$ cat src/rtl/prep_ok_quorum_ctrl.sv
// Primary-side PrepareOK quorum collector: tracks per-replica acks and emits commits in order.
// Define PREPOK_STATS_EN to add saturating drop/commit statistics outputs.
module prep_ok_quorum_ctrl #(
  parameter int NUM_REPLICAS = 3,
  parameter int OP_W         = 64,
  parameter int VIEW_W       = 64,
  parameter int WINDOW_LOG2  = 4,
  parameter int IDX_W        = $clog2(NUM_REPLICAS)
) (
  input  logic              clk,
  input  logic              rst,
  input  logic [VIEW_W-1:0] cur_view,
  input  logic [IDX_W-1:0]  my_replica_idx,
  input  logic              issue_val,
  output logic              issue_rdy,
  input  logic              manage_prepok_msg_val,
  output logic              prepok_manage_msg_rdy,
  input  logic [VIEW_W-1:0] msg_view,
  input  logic [OP_W-1:0]   msg_op_num,
  input  logic [IDX_W-1:0]  msg_replica_idx,
  input  logic              view_change_val,
  input  logic [OP_W-1:0]   view_change_op_num,
  output logic              commit_val,
  output logic [OP_W-1:0]   commit_op_num,
  input  logic              commit_rdy,
  output logic [OP_W-1:0]   commit_num,
  output logic [OP_W-1:0]   issue_num,
  output logic              window_full
`ifdef PREPOK_STATS_EN
  ,
  output logic [31:0]       stat_drop_cnt,
  output logic [31:0]       stat_commit_cnt
`endif
);

  // state | meaning
  // IDLE  | accept new issues and PrepareOK messages
  // CHECK | count effective acks >= commit_num+1 against the quorum
  // EMIT  | present commit_num+1 downstream until accepted

  localparam int QUORUM = NUM_REPLICAS / 2 + 1;
  localparam int CNT_W  = $clog2(NUM_REPLICAS + 1);
  localparam logic [OP_W-1:0] WINDOW_SIZE = OP_W'(1) << WINDOW_LOG2;

  typedef enum logic [1:0] {
    S_IDLE  = 2'd0,
    S_CHECK = 2'd1,
    S_EMIT  = 2'd2
  } state_t;

  state_t state, state_nxt;

  logic [OP_W-1:0]  max_ack [NUM_REPLICAS];
  logic [OP_W-1:0]  next_op;
  logic [OP_W-1:0]  sel_ack;
  logic [OP_W-1:0]  eff_ack;
  logic             idx_hit;
  logic             msg_drop;
  logic [CNT_W-1:0] ack_cnt;
  logic             quorum_met;
  logic             msg_fire;
  logic             issue_fire;
  logic             commit_fire;

  assign next_op     = commit_num + OP_W'(1);
  assign window_full = ((issue_num - commit_num) == WINDOW_SIZE);
  assign msg_fire    = manage_prepok_msg_val && prepok_manage_msg_rdy;
  assign issue_fire  = issue_val && issue_rdy;
  assign commit_fire = commit_val && commit_rdy;

  // Out-of-range sender indices simply never match, which makes them drops.
  always_comb begin
    idx_hit = 1'b0;
    sel_ack = '0;
    for (int i = 0; i < NUM_REPLICAS; i++) begin
      if (msg_replica_idx == IDX_W'(i)) begin
        idx_hit = 1'b1;
        sel_ack = max_ack[i];
      end
    end
  end

  assign msg_drop = (msg_view != cur_view) || !idx_hit ||
                    (msg_replica_idx == my_replica_idx) ||
                    (msg_op_num > issue_num) || (msg_op_num <= sel_ack);

  // The primary has logged everything it issued, so its own ack is issue_num.
  always_comb begin
    ack_cnt = '0;
    eff_ack = '0;
    for (int i = 0; i < NUM_REPLICAS; i++) begin
      eff_ack = (IDX_W'(i) == my_replica_idx) ? issue_num : max_ack[i];
      if (eff_ack >= next_op) ack_cnt = ack_cnt + CNT_W'(1);
    end
  end

  assign quorum_met = (ack_cnt >= CNT_W'(QUORUM));

  always_ff @(posedge clk) begin
    if (rst) state <= S_IDLE;
    else     state <= state_nxt;
  end

  always_comb begin
    state_nxt = state;
    if (view_change_val) begin
      state_nxt = S_IDLE;
    end else begin
      case (state)
        S_IDLE:  if (msg_fire && !msg_drop) state_nxt = S_CHECK;
        S_CHECK: state_nxt = ((commit_num < issue_num) && quorum_met) ? S_EMIT : S_IDLE;
        S_EMIT:  if (commit_rdy) state_nxt = S_CHECK;
        default: state_nxt = S_IDLE;
      endcase
    end
  end

  always_comb begin
    issue_rdy             = 1'b0;
    prepok_manage_msg_rdy = 1'b0;
    commit_val            = 1'b0;
    commit_op_num         = next_op;
    case (state)
      S_IDLE: begin
        prepok_manage_msg_rdy = !view_change_val;
        issue_rdy             = !view_change_val && !window_full;
      end
      S_EMIT:  commit_val = 1'b1;
      default: ;
    endcase
  end

  always_ff @(posedge clk) begin
    if (rst) begin
      commit_num <= '0;
      issue_num  <= '0;
      for (int i = 0; i < NUM_REPLICAS; i++) max_ack[i] <= '0;
    end else if (view_change_val) begin
      commit_num <= view_change_op_num;
      issue_num  <= view_change_op_num;
      for (int i = 0; i < NUM_REPLICAS; i++) max_ack[i] <= view_change_op_num;
    end else begin
      if (issue_fire)  issue_num  <= issue_num + OP_W'(1);
      if (commit_fire) commit_num <= commit_num + OP_W'(1);
      if (msg_fire && !msg_drop) begin
        for (int i = 0; i < NUM_REPLICAS; i++) begin
          if (msg_replica_idx == IDX_W'(i)) max_ack[i] <= msg_op_num;
        end
      end
    end
  end

`ifdef PREPOK_STATS_EN
  // Statistics survive view changes; only reset clears them.
  always_ff @(posedge clk) begin
    if (rst) begin
      stat_drop_cnt   <= '0;
      stat_commit_cnt <= '0;
    end else begin
      if (msg_fire && msg_drop && (stat_drop_cnt != '1))
        stat_drop_cnt <= stat_drop_cnt + 32'd1;
      if (commit_fire && (stat_commit_cnt != '1))
        stat_commit_cnt <= stat_commit_cnt + 32'd1;
    end
  end
`endif

endmodule

$ cat config.mk
export PLATFORM = sky130hd
export DESIGN_NAME = prep_ok_quorum_ctrl
export DESIGN_NICKNAME = d
export VERILOG_FILES = /design/src/rtl/prep_ok_quorum_ctrl.sv
export SDC_FILE = /design/constraint.sdc
export NUM_CORES = 1
export LEC_CHECK = 0
export ABC_CLOCK_PERIOD_IN_PS = 13600
export CAP_MARGIN = 20
export CELL_PAD_IN_SITES_DETAIL_PLACEMENT = 2
export CELL_PAD_IN_SITES_GLOBAL_PLACEMENT = 2
export CORE_UTILIZATION = 30
export CTS_CLUSTER_DIAMETER = 30
export CTS_CLUSTER_SIZE = 20
export DETAILED_ROUTE_END_ITERATION = 12
export PLACE_DENSITY_LB_ADDON = 0.1
export SETUP_SLACK_MARGIN = 0.05
export SKIP_CTS_REPAIR_TIMING = 1
export SLEW_MARGIN = 20
export SYNTH_ARGS = -nofsm -noshare
export SYNTH_HDL_FRONTEND = slang
export SYNTH_SLANG_ARGS = --single-unit
export TNS_END_PERCENT = 10
$ cat constraint.sdc
create_clock -name clk -period 13.6 [get_ports clk]
set_input_delay 2.72 -clock clk [delete_from_list [all_inputs] [get_ports clk]]
set_output_delay 2.72 -clock clk [all_outputs]
set_load 0.05 [all_outputs]
Word level (Yosys, flattened, before mapping)
Memory sizes are Yosys's and may differ from the RTL's.
Cells that the tools add are included.
- add/subtract/negate cells: 5
- order comparisons: 7
- equal/unequal tests: 11
- muxes and demuxes: 48
- bitwise logic cells: 6
- reductions and logical operators: 21
- operators with widths (operator ; number):
    64-bit 2-to-1 mux ; 16
    64-bit >= comparator ; 3
    64-bit by 1-bit adder with 64-bit output (second input constant) ; 2
    64-bit by 5-bit == test with 1-bit output (second input constant) ; 1
    64-bit greater-than comparator ; 1
    64-bit <= comparator ; 1
    64-bit < comparator ; 1
    64-bit inequality test ; 1
    64-bit subtractor ; 1
    1-bit 2-to-1 mux ; 26
    2-bit 2-to-1 mux ; 5
    1-bit logical AND ; 6
    2-bit logical NOT ; 3
    1-bit bitwise OR ; 6
    2-bit one-hot mux with 3 select lines ; 1
    2-bit by 1-bit adder with 2-bit output (second input constant) ; 2
    2-bit by 1-bit == test with 1-bit output (second input constant) ; 2
    2-bit == test (second input constant) ; 2
    1-bit logical NOT ; 4
    1-bit logical OR ; 4
    2-bit inequality test (second input constant) ; 2
    2-bit nonzero test ; 2
    1-bit by 2-bit == test with 1-bit output (first input constant) ; 1
    2-bit == test ; 1
    other kinds (4) ; 4
- register bits: 130
- bits in writable memories: 192
- output and inout bits: 196
- word-level logic and storage cells: 102
- memories: 1
- memory list (memory ; depth ; width ; rd ports ; clocked after memory_dff ; wr ports ; line ; source):
    max_ack ; 3 ; 64 ; 3 ; 0 ; 3 ; 53 ; logic [OP_W-1:0] max_ack [NUM_REPLICAS];

Logic depth before layout (Yosys ltp)
Gate-level depths: netlist of the first run.
- depth in word-level cells: 16
- gate-level depth with buffers: 23
- mapped depth without buffers: 23

Worst setup path before layout of the first run
OpenSTA, ideal clock, no wires.
- path type: input -> register
- from: input msg_replica_idx[0]
- to: memory max_ack[0][0] (enable)
- library setup time: 0.581 ns
- arrival time: 10.521 ns
- slack: 2.498 ns
- stages: 19
- path through: clkbuf_1 -> clkbuf_1 -> buf_1 -> mux2i_1 -> o21ai_0 -> ha_1 -> nor2b_1 -> o21a_1 -> o21a_1 -> o21a_1 -> o21a_1 -> o21a_1 -> o21ai_0 -> a211oi_1 -> o31ai_1 -> a21oi_1 -> o2111ai_1 -> clkbuf_1 -> o31ai_1
- RTL lines (item ; line ; source):
    from (decl) ; 20 ; input logic [IDX_W-1:0] msg_replica_idx,
    to (decl) ; 53 ;

Worst setup path after layout of the first run
- from: register issue_num[0]
- to: output window_full
- cells in the longest elaborated chain, start to end: 2
- RTL lines (item ; line ; source):
    from (decl) ; 27 ; output logic [OP_W-1:0] issue_num,
    from (signal assigned) ; 140 ; issue_num <= view_change_op_num;
    from (signal assigned) ; 143 ; if (issue_fire) issue_num <= issue_num + OP_W'(1);
    64-bit subtractor ; 66 ; assign window_full = ((issue_num - commit_num) == WINDOW_SIZE);
    64-bit by 5-bit == test with 1-bit output ; 66 ;
    to (decl) ; 28 ; output logic window_full
No other way between the ends.

==> impl_metrics.ini, run 1 <==
[status]
outcome = finished, final reports clean

[setup_path]
cell_count_of_the_worst_reg_to_reg_path = 19
worstSetupEndpointType = output pin
worstSetupPathDepth = 16
cp_slowest_stage_delay_ns = 0.90
critical_path.startpoint_type = flip-flop
crit_slowest_cell = clkdlybuf4s50_1
critical_path.max_fanout = 31
crit_buf_inv = 4
cells_along_the_critical_path = inv_1, ha_1, inv_1, fa_1, xor2_1, a2111oi_1, o221ai_1, a2111oi_0, nand4_1, nor4_1, nand4_1, nor4b_1, nand4b_1, nor2_2, buf_4, clkdlybuf4s50_1
path_class = flip-flop to output pin
crit_required_ns = 10.88
worst_path_dominant_cell_family = compound AO/OA/AOI/OAI gates
critPathArrivalTime_ns = 6.87

[floorplanning]
design.core.area_sq_um = 105100
ioPinCount = 462
die-height_um = 327.5
die_width_um = 327.5
design.die.area_sq_um = 107200
floorplan.rows = 119
start_util = 0.3023

[clocking]
clock_tree_buf_depth = 3
clock_insertion_delay_at_the_later_pin_of_the_skew_report_ns = 0.67
cts.root.buffer_cell = clkbuf_16
clk_sink_count = 322
path_clk_slew_ns = 0.05
cts_tree = yes
cts.htree.levels = 3
cts-buffers-inserted = 99

[global_routing]
grt_antenna_before_repair = 10
grt_remaining_overflow = 0
grt_first_pass_wirelength_mm = 259.5
grt_max_degree = 74
globalRouteTotalUtil = 0.3299
number_of_global_route_vias_before_repair = 36090

[synthesis]
syn_nets = 4548
synth_area_leaders = edfxtp_1 18%, ha_1 15%, dfxtp_1 8.2%
synth.yosys.seq_area_share = 0.2633
synth_area_per_cell_sq_um = 8.158
synth.lib_cells_used.distinct = 92
synth_top_cell_by_area = edfxtp_1
yosys_register_bits = 322
yosysTopAreaCellShare = 0.1814
synthesis.area_sq_um = 31780
post_synth_inst_count = 3895
synthArstFlopShare = 0
yosysWarningCount = 0
number_of_enable_type_register_cells_in_the_synthesized_netlist = 192
ys_dominant_reg_cell = edfxtp_1

[power_and_ir_drop]
power.leakage_uw = 0.01658
power.density_nw_per_um2 = 123.6
max-vdd-ir-drop_mv = 0.08732

[timing]
final.setup.tns_ns = 0
tightest_slew_ns = 1.223
fin_crit_sh = 0.7052
clock_skews_ns = 0.02720
finalHoldViolCount = 0
finalSetupViolCount = 0
maximum_clock_frequency_mhz = 104.3
worst_slew_margin_rel = 0.1761
layout_min_cycle_time_ns = 9.590
rsz0062_at_grt = no
report.final.slew_viol_count = 0

[routing]
avgViaCountPerCell = 5.919
route.antenna.remaining_nets = 0
mean_routed_wirelength_per_cell_um = 30.99
routed_wl_mm = 180.7
detail_route.drc_violations = 0
drt_pre_antenna_iters = 7
vias = 34510
detailedRoute.firstIterationViolations = 2781

[placement]
placement.io_buffers = 461
place.detailed.hpwl_mm = 144.9
place_congestion = 0.9312

[layout]
post_route_cells_drive_above_1_share = 0.08153
final_util = 0.3943
finalNetCount = 5010
area_growth_pct = 30.45
n_antenna_cell = 0

[worst_hold_path]
path_class_of_the_lowest_slack_min_delay_path = flip-flop to flip-flop
holdPathStages = 1

[flow_run]
maxCapViolCount = 0
-- report_power, final --
part / total (uW) / leakage [uW] / internal (uW) / switching [uW]
logic: 1620 / 0.0118 / 579 / 1040
registers: 1220 / 0.00314 / 1120 / 104
clock network: 2280 / 0.00159 / 1560 / 720
total: 5120 / 0.0166 / 3260 / 1870
-- metrics by stage --
step	total power [uW]	hold slack (ns)	instances	worst slack, ns	instance area [sq um]
floorplan	2139	0.4392	3895	2.498	31780
CTS	5117	0.4964	5831	4.049	41440
global placement	2787	0.4715	5645	4.610	38120
finish	5124	0.5012	5831	4.010	41450
global route	5304	0.5212	5831	3.534	41450
detailed placement	2817	0.4910	5647	4.532	38150
-- synthesized netlist by cell type (all sizes together), types with 10 or more instances --
cell type  instances
xnor2            175
nor4b             12
nand2            461
nor2             226
and4              24
or2               11
a21o             153
mux2i             67
nor3              73
nand4            161
nand2b            36
a2111oi           19
edfxtp           192
a211oi            42
a21oi            278
o31a              48
nand3             67
o21ai            300
xor2              42
o21a              26
and3              21
nor2b             39
clkbuf           142
dfxtp            130
o211ai            16
inv              263
nor4              87
o21bai            20
mux2              67
buf               37
ha               386
a21boi            49
or3               29
a31oi             12
a221oi            10
or4               11
and2              20
o31ai             16
-- per-layer routing --
| layer | part of all wire | vias to the layer above | global-route usage |
|---|---|---|---|
| li1 | - | 15350 | - |
| met1 | 0.46 | 17610 | 0.4624 |
| met2 | 0.44 | 1283 | 0.5099 |
| met3 | 0.068 | 264 | 0.05353 |
| met4 | 0.033 | 10 | 0.1119 |
| met5 | 0.00037 | - | 0 |
-- sequential cells by signal, summed over array words and instances (netlist names) --
| name | count |
|---|---|
| issue_num | 64 |
| max_ack | 192 |
| state | 2 |
| commit_num | 64 |
-- cell families (layout without fill, tap and decap cells) --
kind of cell / Yosys count / count (layout) / share of synthesized area
flip-flops: 322 / 322 / 0.2633
buffers and inverters: 443 / 988 / 0.05371
AO/OA/AOI/OAI: 1083 / 1083 / 0.2209
XOR/XNOR: 217 / 217 / 0.05981
multiplexers: 134 / 134 / 0.04485
adder cells (fa/ha/maj): 388 / 388 / 0.1529
AND/OR/NAND/NOR: 1308 / 1308 / 0.2044
-- worst register-to-register path, delay by kind of cell, from the launching register on --
kind | cells | cell delay [ns]
buffers and inverters | 1 | 0.24
and+or+nand+nor | 11 | 3.55
AOI/OAI and AO/OA | 4 | 1.46
xor gates and xnor gates | 1 | 0.63
DFF | 1 | 0.66
adders and majority gates | 2 | 0.65
-- cell type report --
| class | instances | area (sq um) |
|---|---|---|
| Timing Repair Buffer | 540 | 5195 |
| Inverter | 264 | 993.5 |
| Sequential cell | 322 | 8368 |
| Tap cell | 1391 | 1740 |
| Multi-Input combinational cell | 3130 | 21860 |
| Clock inverter | 54 | 538.0 |
| Fill cell | 11890 | 63670 |
| Clock buffer | 130 | 2759 |
-- cells in the final DEF, fill, tap and decap left out, types with 15 or more instances in the layout --
cell type,n
clkbuf_1,19
nand4_1,161
clkdlybuf4s50_1,457
a211oi_1,39
nor2b_1,38
a21oi_1,276
ha_1,386
and4_1,24
or3_1,28
mux2_2,66
and3_1,21
clkbuf_16,103
o31ai_1,15
a21boi_0,49
xnor2_1,175
inv_1,263
o211ai_1,16
nor2_1,223
nand2b_1,36
mux2i_1,67
buf_4,82
o31a_1,48
nand3_1,67
o21ai_0,293
and2_1,16
a21o_1,153
nor3_1,70
clkinv_2,16
nor4_1,81
xor2_1,42
o21bai_1,20
o21a_1,26
nand2_1,459
edfxtp_1,192
dfxtp_1,130
-- worst paths after layout --
check / start / to / slack, ns
hold / removal: state[0] / state[0] / 0.50
setup / recovery: issue_num[0] / window_full / 4.01
hold reg to reg: state[0] / state[0] / 0.50
setup reg to reg: commit_num[26] / state[1] / 6.27
Note: power is estimated with default switching activity, not from simulation.
==> inputs of run 2 (changes only) <==
--- a/config.mk
+++ b/config.mk
@@ -5,7 +5,7 @@
 export SDC_FILE = /design/constraint.sdc
 export NUM_CORES = 1
 export LEC_CHECK = 0
-export ABC_CLOCK_PERIOD_IN_PS = 13600
+export ABC_CLOCK_PERIOD_IN_PS = 10000
 export CAP_MARGIN = 20
 export CELL_PAD_IN_SITES_DETAIL_PLACEMENT = 2
 export CELL_PAD_IN_SITES_GLOBAL_PLACEMENT = 2
==> constraint.sdc (replaced) <==
create_clock -name clk -period 10 [get_ports clk]
set_input_delay 2 -clock clk [delete_from_list [all_inputs] [get_ports clk]]
set_output_delay 2 -clock clk [all_outputs]
set_load 0.05 [all_outputs]
==> run 2 against run 1 <==
  * Routed wire length grew 1.8%
  * Register-to-register slack worse by 3.5 ns
  * Non-clock buffer count decreased by 4
  * Design area rose by 0.84%
  * Flip-flop and latch count unchanged
  * Hold slack improved by 0.021 ns
  * Sequential power rose by 35%
  * Combinational power up 38%
  * Setup slack got worse by 3.0 ns
  * Critical path type unchanged
  * Highest routed layer unchanged
==> impl_metrics.ini, run 2 (same netlist as run 1, synthesis figures left out) <==
[status]
outcome = finished, final reports clean

[timing]
worst_slew_margin_rel = 0.2429
layout_min_cycle_time_ns = 8.981
clock_skews_ns = 0.05309
final.setup.tns_ns = 0
finalSetupViolCount = 0
report.final.slew_viol_count = 0
rsz0062_at_grt = no
maximum_clock_frequency_mhz = 111.4
fin_crit_sh = 0.8981
tightest_slew_ns = 1.125
finalHoldViolCount = 0

[routing]
drt_pre_antenna_iters = 5
detail_route.drc_violations = 0
route.layer.met1.wl_mm = 84.75
met2WireLength_mm = 80.94
maxUsedRoutingLayer = met5
mean_routed_wirelength_per_cell_um = 31.51
vias = 34600
route.antenna.remaining_nets = 0
met3WireLength_mm = 13.16
detailedRoute.firstIterationViolations = 2472
avgViaCountPerCell = 5.926
routed_wl_mm = 183.9

[setup_path]
crit_required_ns = 8.00
critical_path.startpoint_type = flip-flop
critPathArrivalTime_ns = 6.98
timing.reg2reg.setup_slack_ns = 2.73
worstSetupEndpointType = output pin
worst_r2r_startpoint = commit_num[26]
cell_count_of_the_worst_reg_to_reg_path = 20
r2r_end = state[1]
critical_path.max_fanout = 6
path_class = flip-flop to output pin

[clocking]
cts.root.buffer_cell = clkbuf_16
cts.htree.levels = 3
clk_sink_count = 322
path_clk_slew_ns = 0.05
cts_tree = yes
cts-buffers-inserted = 101
clock_tree_buf_depth = 3
clock_insertion_delay_at_the_later_pin_of_the_skew_report_ns = 0.70

[layout]
finalNetCount = 5008
area_growth_pct = 31.55
post_route_cells_drive_above_1_share = 0.08463
final_design_area_no_fill_sq_um = 41800
final_common_cell = nand2_1
layout_common_cells = 459 x nand2_1, 457 x clkdlybuf4s50_1, 386 x ha_1
flip_flop_count_of_the_largest_register_all_copies_and_words_added = 192
largest_registers_in_the_final_layout = max_ack (192), commit_num (64), issue_num (64)
largest_register = max_ack

[floorplanning]
floorplan.rows = 119
die-height_um = 327.5
die_width_um = 327.5
design.core.area_sq_um = 105100
ioPinCount = 462
design.die.area_sq_um = 107200
start_util = 0.3023

[global_routing]
grt_max_degree = 66
grt_antenna_before_repair = 7
grt_first_pass_wirelength_mm = 262.0
globalRouteTotalUtil = 0.3339
grt_remaining_overflow = 0
number_of_global_route_vias_before_repair = 36100

[worst_hold_path]
hold_start = state[0]
path_class_of_the_lowest_slack_min_delay_path = flip-flop to flip-flop
worstHoldEndpoint = state[0]
holdPathStages = 1

[power_and_ir_drop]
finalPower_uw = 7304
power.density_nw_per_um2 = 174.7
power.leakage_uw = 0.01673
max-vdd-ir-drop_mv = 0.1492

[placement]
place.detailed.hpwl_mm = 147.3
placement.io_buffers = 461
place_congestion = 0.9617
place_area_sq_um = 38150

[flow_run]
maxCapViolCount = 0
==> run 2: metal layers <==
metal,global-route usage,up-vias
met2,0.5192,1242
li1,-,15350
met3,0.07018,248
met4,0.09620,4
met5,0,-
met1,0.4619,17750
==> run 2: area by class of cell <==
type / instances / area [sq um]
sequential: 322 / 8368
clock inverter: 77 / 977.2
antenna: 4 / 10.01
clock buffer: 114 / 2649
timing repair buffer: 536 / 5190
inverter: 264 / 993.5
multi-input combinational: 3130 / 21870
tap: 1391 / 1740
fill: 11740 / 63320
==> run 2: worst max-delay path, cell delays in order, from the launching register on <==
cell and delay, ns:
dfxtp_1 0.37, inv_1 0.22, ha_1 0.20, inv_1 0.06, fa_1 0.42, xor2_1 0.17, a2111oi_1 0.78, o221ai_1 0.43
a2111oi_0 0.66, nand4_1 0.23, nor4_1 0.35, nand4_1 0.19, nor4b_1 0.45, nand4b_1 0.25, nor2_2 0.58, clkdlybuf4s50_1 0.93
==> run 2: per-stage QoR <==
stage               cells  setup slack [ns]  hold slack, ns  utilization
floorplan            3895           -0.3523          0.4392            -
global placement     5642             1.516          0.4889       0.3627
detailed placement   5642             1.834          0.4991       0.3629
CTS                  5833             1.041          0.5113       0.3974
global route         5834            0.6429          0.5148       0.3976
finish               5838             1.019          0.5219       0.3976
==> run 2: worst max path at each step <==
stage               depth (start not counted)                from              end
global placement                           15        issue_num[0]      window_full
CTS                                        15        issue_num[0]      window_full
detailed placement                         15        issue_num[0]      window_full
finish                                     15        issue_num[0]      window_full
global route                               15        issue_num[0]      window_full
floorplan                                  20  msg_replica_idx[0]  max_ack[0][128]
==> run 2: power breakdown <==
group / total [uW] / switching, uW / leakage [uW] / internal [uW]
logic: 2230 / 1440 / 0.0118 / 787
clock network: 3430 / 1050 / 0.00175 / 2380
registers: 1650 / 129 / 0.00314 / 1520
total: 7300 / 2620 / 0.0167 / 4690
==> inputs of run 3 (changes only) <==
--- a/config.mk
+++ b/config.mk
@@ -16,7 +16,6 @@
 export PLACE_DENSITY_LB_ADDON = 0.1
 export SETUP_SLACK_MARGIN = 0.05
 export SKIP_CTS_REPAIR_TIMING = 1
-export SLEW_MARGIN = 20
 export SYNTH_ARGS = -nofsm -noshare
 export SYNTH_HDL_FRONTEND = slang
 export SYNTH_SLANG_ARGS = --single-unit
==> run 3 against run 2 <==
  * Hold slack worse by 0.0013 ns
  * Routed wire length decreased by 0.54%
  * Clock power fell by 7.0%
  * Total power down 3.2%
  * Sequential share of layout area rose by 0.10 points
  * Die area unchanged
  * Core utilization fell by 0.21 points
  * Cell count is essentially flat
  * Critical endpoint unchanged
  * Largest cell class unchanged
==> impl_metrics.ini, run 3 (same netlist as run 1, synthesis figures left out) <==
[status]
outcome = finished, final reports clean

[flow_run]
maxCapViolCount = 0

[timing]
fin_hold_ws_ns = 0.5206
finalHoldViolCount = 0
finalSetupViolCount = 0
final.setup.tns_ns = 0
fin_crit_sh = 0.8731
tightest_slew_ns = 1.196
clock_skews_ns = 0.05018
layout_min_cycle_time_ns = 8.731
rsz0062_at_grt = no
worst_slew_margin_rel = 0.1952
maximum_clock_frequency_mhz = 114.5
report.final.slew_viol_count = 0

[floorplanning]
floorplan.rows = 119
die-height_um = 327.5
die_width_um = 327.5
ioPinCount = 462
design.core.area_sq_um = 105100
start_util = 0.3023
design.die.area_sq_um = 107200

[global_routing]
globalRouteTotalUtil = 0.3324
number_of_global_route_vias_before_repair = 36190
grt_max_degree = 66
grt_first_pass_wirelength_mm = 260.8
grt_remaining_overflow = 0
grt_antenna_before_repair = 2

[setup_path]
startpoint = commit_num[37]
critPathArrivalTime_ns = 6.73
crit_required_ns = 8.00
critical_path.startpoint_type = flip-flop
critical_path.max_fanout = 12
worstSetupEndpointType = output pin
crit_end = window_full
r2r_end = state[1]
timing.reg2reg.setup_slack_ns = 2.69
worst_r2r_startpoint = commit_num[15]
cell_count_of_the_worst_reg_to_reg_path = 19
path_class = flip-flop to output pin

[routing]
drt_pre_antenna_iters = 5
mean_routed_wirelength_per_cell_um = 31.32
detailedRoute.firstIterationViolations = 2737
detail_route.drc_violations = 0
avgViaCountPerCell = 5.948
routed_wl_mm = 182.9
vias = 34740
route.antenna.remaining_nets = 0

[power_and_ir_drop]
power.leakage_uw = 0.01667
internal-power_uw = 4476
power_switching_share = 0.3666
seq_power_share = 0.233
power.density_nw_per_um2 = 169.9
clockPowerShare = 0.451
power.net_switching_uw = 2591
finalPower_uw = 7067
combinational_group_share_of_total_power = 0.315
max-vdd-ir-drop_mv = 0.1244

[clocking]
clock_insertion_delay_at_the_later_pin_of_the_skew_report_ns = 0.69
clock_tree_buf_depth = 3
cts_tree = yes
cts.htree.levels = 3
path_clk_slew_ns = 0.04
cts-buffers-inserted = 102
cts.root.buffer_cell = clkbuf_16
clk_sink_count = 322

[layout]
final_util = 0.3956
n_antenna_cell = 0
area_growth_pct = 30.86
register_area_sq_um = 8368
largest_registers_in_the_final_layout = max_ack (192), commit_num (64), issue_num (64)
flip_flop_count_of_the_largest_register_all_copies_and_words_added = 192
multi_input_combinational_cell_area_sq_um = 21840
post_route_cells_drive_above_1_share = 0.08449
finalNetCount = 5014
n_fill_cell = 11760
layout_common_cells = 459 x nand2_1, 457 x clkdlybuf4s50_1, 386 x ha_1
finish.cell_count_without_fillers = 5841
final_common_cell = nand2_1
largest_register = max_ack

[placement]
placement.io_buffers = 461
placed_instances = 5647
place_congestion = 0.9617
place.detailed.hpwl_mm = 147.2

[worst_hold_path]
path_class_of_the_lowest_slack_min_delay_path = flip-flop to flip-flop
==> run 3: metal layers <==
layer,track usage,part of all wire
met3,0.06382,0.073
met4,0.1136,0.034
met2,0.5093,0.43
met5,0,0.000071
met1,0.4630,0.46
==> run 3: cell type report <==
cell class	count	area share
Tap cell	1391	0.04185
Clock inverter	65	0.01568
Multi-Input combinational cell	3130	0.5253
Clock buffer	128	0.06641
Inverter	264	0.02389
Sequential cell	322	0.2012
Timing Repair Buffer	541	0.1257
==> run 3: critical path: stages, from the launching register on <==
cell and delay, ns:
dfxtp_1 0.42, inv_1 0.12, ha_1 0.51, a21oi_1 0.35
o21ai_0 0.31, a221oi_1 0.69, nand2_1 0.28, o31ai_1 0.46
nand3_1 0.17, a32o_1 0.29, or4_4 0.53, or3_4 0.42
nor2_2 0.55, clkdlybuf4s50_1 0.93
==> run 3: power groups by stage <==
| stage | combinational [uW] | clock (uW) | sequential [uW] |
|---|---|---|---|
| final | 2230 | 3190 | 1650 |
| after global placement | 2140 | 0 | 1660 |
| after detailed placement | 2180 | 0 | 1660 |
| after CTS | 2200 | 3210 | 1640 |
| after global routing | 2370 | 3280 | 1660 |
| after floorplan | 1180 | 0 | 1730 |
==> run 3: worst min-delay path by stage <==
stage             start  depth (start not counted)  slack, ns  endpoint
6_report       state[0]                          1       0.52  state[0]
2_1_floorplan  state[0]                          1       0.44  state[0]
5_1_grt        state[0]                          1       0.54  state[0]
3_5_place_dp   state[0]                          1       0.50  state[0]
3_3_place_gp   state[0]                          1       0.49  state[0]
4_1_cts        state[0]                          1       0.52  state[0]
==> run 3: through the flow <==
| step | cell area, sq um | worst slack (ns) |
|---|---|---|
| after floorplan | 31780 | -0.3523 |
| after global placement | 38130 | 1.516 |
| after global routing | 41580 | 0.9329 |
| after detailed placement | 38160 | 2.054 |
| final | 41580 | 1.269 |
| after CTS | 41570 | 1.319 |
